## src/rtl/led_animation_pkg.sv

```systemverilog
// Shared types and the frame table for the front-panel LED animation.
package led_animation_pkg;

  typedef enum logic {IDLE, RUN} state_t;

  localparam int NUM_FRAMES = 13;
  localparam logic [3:0] LAST_IDX = 4'(NUM_FRAMES - 1);

  localparam logic [4:0] FRAMES [NUM_FRAMES] = '{
    5'b00001, 5'b00010, 5'b00100, 5'b01000, 5'b10000,
    5'b01000, 5'b00100, 5'b00010, 5'b00001,
    5'b11111, 5'b00000, 5'b11111, 5'b00000
  };

  function automatic logic [4:0] frame_of(input logic [3:0] i);
    return (i <= LAST_IDX) ? FRAMES[i] : 5'b00000;
  endfunction

endpackage

```

## src/rtl/led_step_timer.sv

```systemverilog
// Frame-hold timer: pulses tick on the last cycle of each frame.
module led_step_timer #(
  parameter int STEP_CYCLES = 4
) (
  input  logic clk,
  input  logic reset,
  input  logic run,
  output logic tick
);

  localparam int CW = (STEP_CYCLES > 1) ? $clog2(STEP_CYCLES) : 1;
  localparam logic [CW-1:0] TERM = CW'(STEP_CYCLES - 1);

  logic [CW-1:0] cnt_q, cnt_d;

  always_comb begin
    tick  = run && (cnt_q == TERM);
    cnt_d = cnt_q + CW'(1);
    if (!run || tick) cnt_d = '0;
  end

  always_ff @(posedge clk or negedge reset) begin
    if (!reset) cnt_q <= '0;
    else        cnt_q <= cnt_d;
  end

endmodule

```

## src/rtl/led_animation.sv

```systemverilog
// One-shot 13-frame LED animation launched by a rising edge on active.
module led_animation
  import led_animation_pkg::*;
#(
  parameter int STEP_CYCLES = 4
) (
  input  logic       clk,
  input  logic       reset,
  input  logic       active,
  output logic [4:0] led
);

  state_t     state_q, state_d;
  logic [3:0] idx_q, idx_d;
  logic [4:0] led_q, led_d;
  logic       active_q, active_d;
  logic       trig;
  logic       tick;

  led_step_timer #(
    .STEP_CYCLES(STEP_CYCLES)
  ) u_timer (
    .clk  (clk),
    .reset(reset),
    .run  (state_q == RUN),
    .tick (tick)
  );

  always_comb begin
    active_d = active;
    trig     = active && !active_q;
    state_d  = state_q;
    idx_d    = idx_q;
    led_d    = led_q;
    unique case (state_q)
      IDLE: begin
        led_d = 5'b00000;
        if (trig) begin
          state_d = RUN;
          idx_d   = 4'd0;
          led_d   = frame_of(4'd0);
        end
      end
      RUN: begin
        // Retriggers are deliberately not looked at while running.
        if (tick) begin
          if (idx_q == LAST_IDX) begin
            state_d = IDLE;
            idx_d   = 4'd0;
            led_d   = 5'b00000;
          end else begin
            idx_d = idx_q + 4'd1;
            led_d = frame_of(idx_q + 4'd1);
          end
        end
      end
      default: begin
        state_d = IDLE;
        led_d   = 5'b00000;
      end
    endcase
  end

  always_ff @(posedge clk or negedge reset) begin
    if (!reset) begin
      state_q  <= IDLE;
      idx_q    <= 4'd0;
      led_q    <= 5'b00000;
      active_q <= 1'b0;
    end else begin
      state_q  <= state_d;
      idx_q    <= idx_d;
      led_q    <= led_d;
      active_q <= active_d;
    end
  end

  assign led = led_q;

endmodule

```

## config.mk

```make
export PLATFORM = sky130hd
export DESIGN_NAME = led_animation
export DESIGN_NICKNAME = d
export VERILOG_FILES = /design/src/rtl/led_animation_pkg.sv /design/src/rtl/led_step_timer.sv /design/src/rtl/led_animation.sv
export SDC_FILE = /design/constraint.sdc
export NUM_CORES = 1
export LEC_CHECK = 0
export BUFFER_PORTS_ARGS = -buffer_cell sky130_fd_sc_hd__buf_2
export CAP_MARGIN = 40
export CORE_MARGIN = 2
export CORE_UTILIZATION = 37
export CTS_CLUSTER_DIAMETER = 30
export DETAILED_ROUTE_END_ITERATION = 12
export PLACE_DENSITY = 0.53
export SKIP_CTS_REPAIR_TIMING = 1
export SLEW_MARGIN = 20
export SYNTH_ARGS = -nofsm -noshare
export SYNTH_HDL_FRONTEND = slang
export SYNTH_HIERARCHICAL = 1
export SYNTH_SLANG_ARGS = --single-unit
```

## constraint.sdc

```tcl
create_clock -name clk -period 2.8 [get_ports clk]
set_clock_uncertainty 0.1 [all_clocks]
set_input_delay 0.56 -clock clk [delete_from_list [all_inputs] [get_ports clk]]
set_output_delay 0.56 -clock clk [all_outputs]
set_load 0.02 [all_outputs]
```

---- After elaboration in Yosys (flattened, before gate mapping) ----
Memory sizes are Yosys's and may differ from the RTL's.
Cells that the tools add are included.
storage, ports and cells
  logic and storage cells ................. 38
  bits of input ports ..................... 3
  ROM bits ................................ 80
  memories ................................ 1
  register bits ........................... 13
memories
  name             words  width  rd ports  clocked after Yosys merged registers in  wr ports  RTL line                 RTL
  (no name shown)  16     5      1         0                                        0         led_animation_pkg.sv:16  return (i <= LAST_IDX) ? FRAMES[i] : 5'b00000;
cells by class
  bitwise operators ....................... 2
  $add $sub $neg .......................... 2
  $lt $le $gt $ge ......................... 2
  equality and inequality tests ........... 4
  reductions and logical operators ........ 6
  mux-type cells .......................... 16
operators with widths
  kind                                                       count
  2-to-1 mux 5 bit                                           5
  2-to-1 mux 4 bit                                           3
  case mux 5 bit (2 select lines)                            1
  case mux 4 bit (2 select lines)                            1
  greater-or-equal comparator 5 bit (second input constant)  1
  inverter 4 -> 5 bit                                        1
  adder 4 x 1 -> 4 bit (second input constant)               1
  equality test 4 bit (second input constant)                1
  less-or-equal comparator 4 bit (second input constant)     1
  2-to-1 mux 1 bit                                           4
  adder 2 x 1 -> 2 bit (second input constant)               1
  equality test 2 bit (second input constant)                1
  logical AND 1 bit                                          2
  logical NOT 1 bit                                          2
  2-to-1 mux 2 bit                                           1
  inequality test 2 x 1 -> 1 bit (second input constant)     1
  inequality test 2 bit (second input constant)              1
  case mux 1 bit (2 select lines)                            1
  AND reduction 2 bit                                        1
  logical OR 1 bit                                           1
  inverter 1 bit                                             1

---- Depth between registers and ports, before layout ----
  depth after elaboration ................. 9
  mapped depth ............................ 7
  mapped depth without buffers ............ 6

---- Modules after synthesis ----
Netlist, hierarchy kept.
by module, submodules not included
  module          cells an instance  instances  area an instance (um^2)
  led_animation   71                 1          774.5
  led_step_timer  6                  1          91.3

---- Least setup slack after synthesis ----
OpenSTA, ideal clock, no wires.
  kind .................................... reg2reg
  start point ............................. reg idx_q[1]
  end point ............................... reg led_q[1] (netlist: led[1])
  arrival ................................. 1.742 ns
  path slack .............................. 0.837 ns
  clock period less this slack ............ 1.963 ns
  path buffers ............................ 1
  library setup time ...................... 0.121 ns
  data required time ...................... 2.579 ns
  cell stages (with the launch flop) ...... 7
  cells stage by stage .................... dfrtp_1 ha_1 buf_4 xor2_4 mux2_4 maj3_2 a22o_1
between the ends
  cells in the longest elaborated chain, start to end .. 9
  elaborated cells on any way between the ends .. 11
  classes of those cells .................. add/sub (1); order compare (1); eq/ne (1); mux (6); bitwise (1); memory (1)
RTL lines
  item                                                 RTL line                 RTL
  start, declared                                      led_animation.sv:14      logic [3:0] idx_q, idx_d;
  start signal, assigned                               led_animation.sv:72      idx_q <= idx_d;
  adder 4 x 1 -> 4 bit                                 led_animation.sv:53      led_d = frame_of(idx_q + 4'd1);
  inverter 4 -> 5 bit (not written as such)            led_animation_pkg.sv:16
  memory read (16 x 5 bit)                             --
  2-to-1 mux 5 bit (not written as such) (2 in a row)  led_animation_pkg.sv:16
  2-to-1 mux 5 bit                                     led_animation_pkg.sv:16
  2-to-1 mux 5 bit *                                   led_animation.sv:47      if (idx_q == LAST_IDX) begin
  2-to-1 mux 5 bit *                                   led_animation.sv:46      if (tick) begin
  case mux 5 bit (2 select lines) *                    led_animation.sv:35      unique case (state_q)
  end signal, assigned                                 led_animation.sv:73      led_q <= led_d;
  end, declared                                        led_animation.sv:15      logic [4:0] led_q, led_d;
Mark *: on every way between the ends. The rest lies on a longest branch, timed or not. The select of a mux whose other input is x is not followed.
A chain may end at the register's enable or synchronous reset.

---- Final worst setup path ----
  start point ............................. reg idx_q[0]
  end point ............................... reg led_q[1] (netlist: led[1])
Same word-level chain as after synthesis.

==> flow_summary.json <==
{
  "status": "finished clean",
  "drc": 0,
  "wl_per_cell_um": 14.4,
  "period_share": 0.844,
  "place_hpwl_um": 1110,
  "synth_cell_types": 39,
  "grt_overflow": 0,
  "setup-tns-final_ns": 0,
  "gp_congestion": 0.765,
  "dr.pass1.iters": 3,
  "core-area_um2": 2210,
  "maxCapViolations": 0,
  "synth-main-ff-cell": "dfrtp_1",
  "p_sw_frac": 0.406,
  "rsz0062_at_grt": "false",
  "die_area_um2": 2740,
  "synth_nets": 88,
  "clkSinkCount": 13,
  "cp-start-kind": "register",
  "hold_viol_final": 0,
  "worstMarginPinSlew_ns": 0.430,
  "htree_levels": 1,
  "relSlewSlack": 0.714,
  "fmax_mhz": 423,
  "io_pins": 8,
  "clockRootBuffer": "clkbuf_4",
  "timing.final.crit_period_ns": 2.36,
  "leakagePower_nw": 0.440,
  "multiInputGateArea_um2": 497,
  "postSynthCellCount": 77,
  "start_util": 0.391,
  "postRouteAntennaNets": 0,
  "grt_pass1_wl_um": 2530,
  "p_int_mw": 0.532,
  "r2r-end": "led[1]",
  "cellPowerDensity_nw_per_um2": 963,
  "path_clk_slew_ns": 0.09,
  "slew_violations": 0,
  "die_h_um": 52.4,
  "power.share.clock": 0.130,
  "clk_latency_ns": 0.28,
  "critPathArrivalTime_ns": 2.42,
  "ctsLongestPathBuffers": 2,
  "ys_seq_area_frac": 0.376,
  "grtUsageTotal": 0.131,
  "path_max_fanout": 14,
  "io_buffer_count": 7,
  "reg2reg_slack_ns": 0.44,
  "yosys_register_bits": 13,
  "vdd_drop_max_mv": 0.353,
  "fin_nets": 95,
  "whs_ns": 0.0501,
  "die_width_um": 52.4,
  "drive_gt1_frac": 0.217,
  "first_global_vias": 533,
  "fillers": 229,
  "cp-startpoint": "idx_q[0]",
  "reg2reg_from": "idx_q[0]",
  "vias_per_cell": 5.27,
  "reg2reg_depth": 5,
  "syn_area_um2": 866,
  "grt_max_degree": 15,
  "seq_area_um2": 325,
  "drt-initial-drc-count": 6,
  "synth-edff-count": 0,
  "rows": 17,
  "area_growth_syn_to_layout_pct": 7.37,
  "sequentialPowerShare": 0.389,
  "cts_tree": "done",
  "setup_viol": 0,
  "syn_avg_cell_area_um2": 11.2,
  "cts_buffers": 3,
  "preCtsSetupSlack_ns": 0.486,
  "vias": 585,
  "timing.final.ws_setup_ns": 0.438,
  "crit_required_ns": 2.86,
  "drt_wl_total_um": 1600,
  "comb_power_share": 0.481,
  "critPathKind": "register to register",
  "endpoint_kind": "register",
  "min_path_type": "primary input to async pin",
  "async_reset_ff_frac": 1.00,
  "n_antenna_cell": 0,
  "antenna_found_initial": 0,
  "switching_power_mw": 0.364,
  "synth_warnings": 6
}
[sequential cells by signal, indices dropped and copies added, names as in the netlist]
register / flops
state_q: 1
idx_q: 4
u_timer/cnt_q: 2
led: 5
active_q: 1
[worst max path at each step]
stage	to	slack [ns]	cells past startpoint
after global routing	led[3]	0.31	5
final	led[1]	0.44	5
after detailed placement	led[1]	0.49	5
after floorplan	led[1]	0.84	6
after global placement	led[3]	0.54	5
after CTS	led[1]	0.45	5
[cell families after synthesis]
group,share of synthesized area
simple gates,0.158
flops,0.376
xor+xnor,0.0419
buf+inv,0.0506
mux,0.0592
compound gates,0.162
fa+ha+maj,0.153
[layer usage]
metal  wire length, um  vias up  track usage
li1                  -      295            -
met1               790      278        0.176
met2               723       10        0.194
met3                59        2       0.0429
met4                27        0       0.0513
met5                 0        -            0
[Yosys cell counts, drive strengths merged (2+ instances only)]
master / count / area [um^2]
a21o: 2 / 15.0
a21oi: 3 / 15.0
a22o: 3 / 26.3
and3b: 2 / 17.5
buf: 4 / 28.8
dfrtp: 13 / 325
ha: 8 / 100
inv: 3 / 11.3
maj3: 3 / 32.5
mux2: 3 / 41.3
nand2: 2 / 7.51
nand3: 3 / 15.0
nor2b: 3 / 18.8
nor3b: 3 / 27.5
o21ai: 2 / 10.0
o31ai: 2 / 15.0
xor2: 2 / 36.3
[layout make-up]
type / instances / area share
Multi-Input combinational cell: 56 / 0.534
Sequential cell: 13 / 0.350
Timing Repair Buffer: 7 / 0.0377
Tap cell: 28 / 0.0377
Clock buffer: 4 / 0.0283
Inverter: 3 / 0.0121
[per-stage QoR]
step | util | area (um^2) | cells | power [mW]
after floorplan | - | 866 | 77 | 0.703
after global placement | 0.408 | 903 | 107 | 0.778
after detailed placement | 0.408 | 903 | 107 | 0.785
after CTS | 0.420 | 930 | 111 | 0.905
after global routing | 0.420 | 930 | 111 | 0.965
final | 0.420 | 930 | 111 | 0.895
[power groups by stage]
stage | Combinational [mW] | Sequential [mW] | Clock (mW)
3_5_place_dp | 0.434 | 0.351 | 0
4_1_cts | 0.436 | 0.348 | 0.121
3_3_place_gp | 0.428 | 0.349 | 0
6_report | 0.431 | 0.348 | 0.117
2_1_floorplan | 0.366 | 0.337 | 0
5_1_grt | 0.471 | 0.362 | 0.132
[worst max-delay path, stage by stage, from the launching register on]
cell and delay (ns):
dfrtp_1 0.61, ha_1 0.50, xor2_4 0.21, mux2_4 0.32, maj3_2 0.30, a22o_1 0.20
[placed cells by master (no fill, tap or decap), types with 2 or more instances in the layout]
cell / netlist / layout
a21o_1: 2 / 2
o31ai_1: 2 / 2
clkbuf_4: 0 / 3
buf_2: 2 / 7
mux2_4: 2 / 2
nor2b_1: 3 / 3
and3b_1: 2 / 2
a22o_1: 3 / 3
inv_1: 3 / 3
dfrtp_1: 13 / 13
ha_1: 8 / 8
a21oi_1: 3 / 3
o21ai_0: 2 / 2
nand3_1: 3 / 3
nand2_1: 2 / 2
nor3b_1: 2 / 2
maj3_2: 2 / 2
No activity file was read; power rests on OpenSTA's default activity.
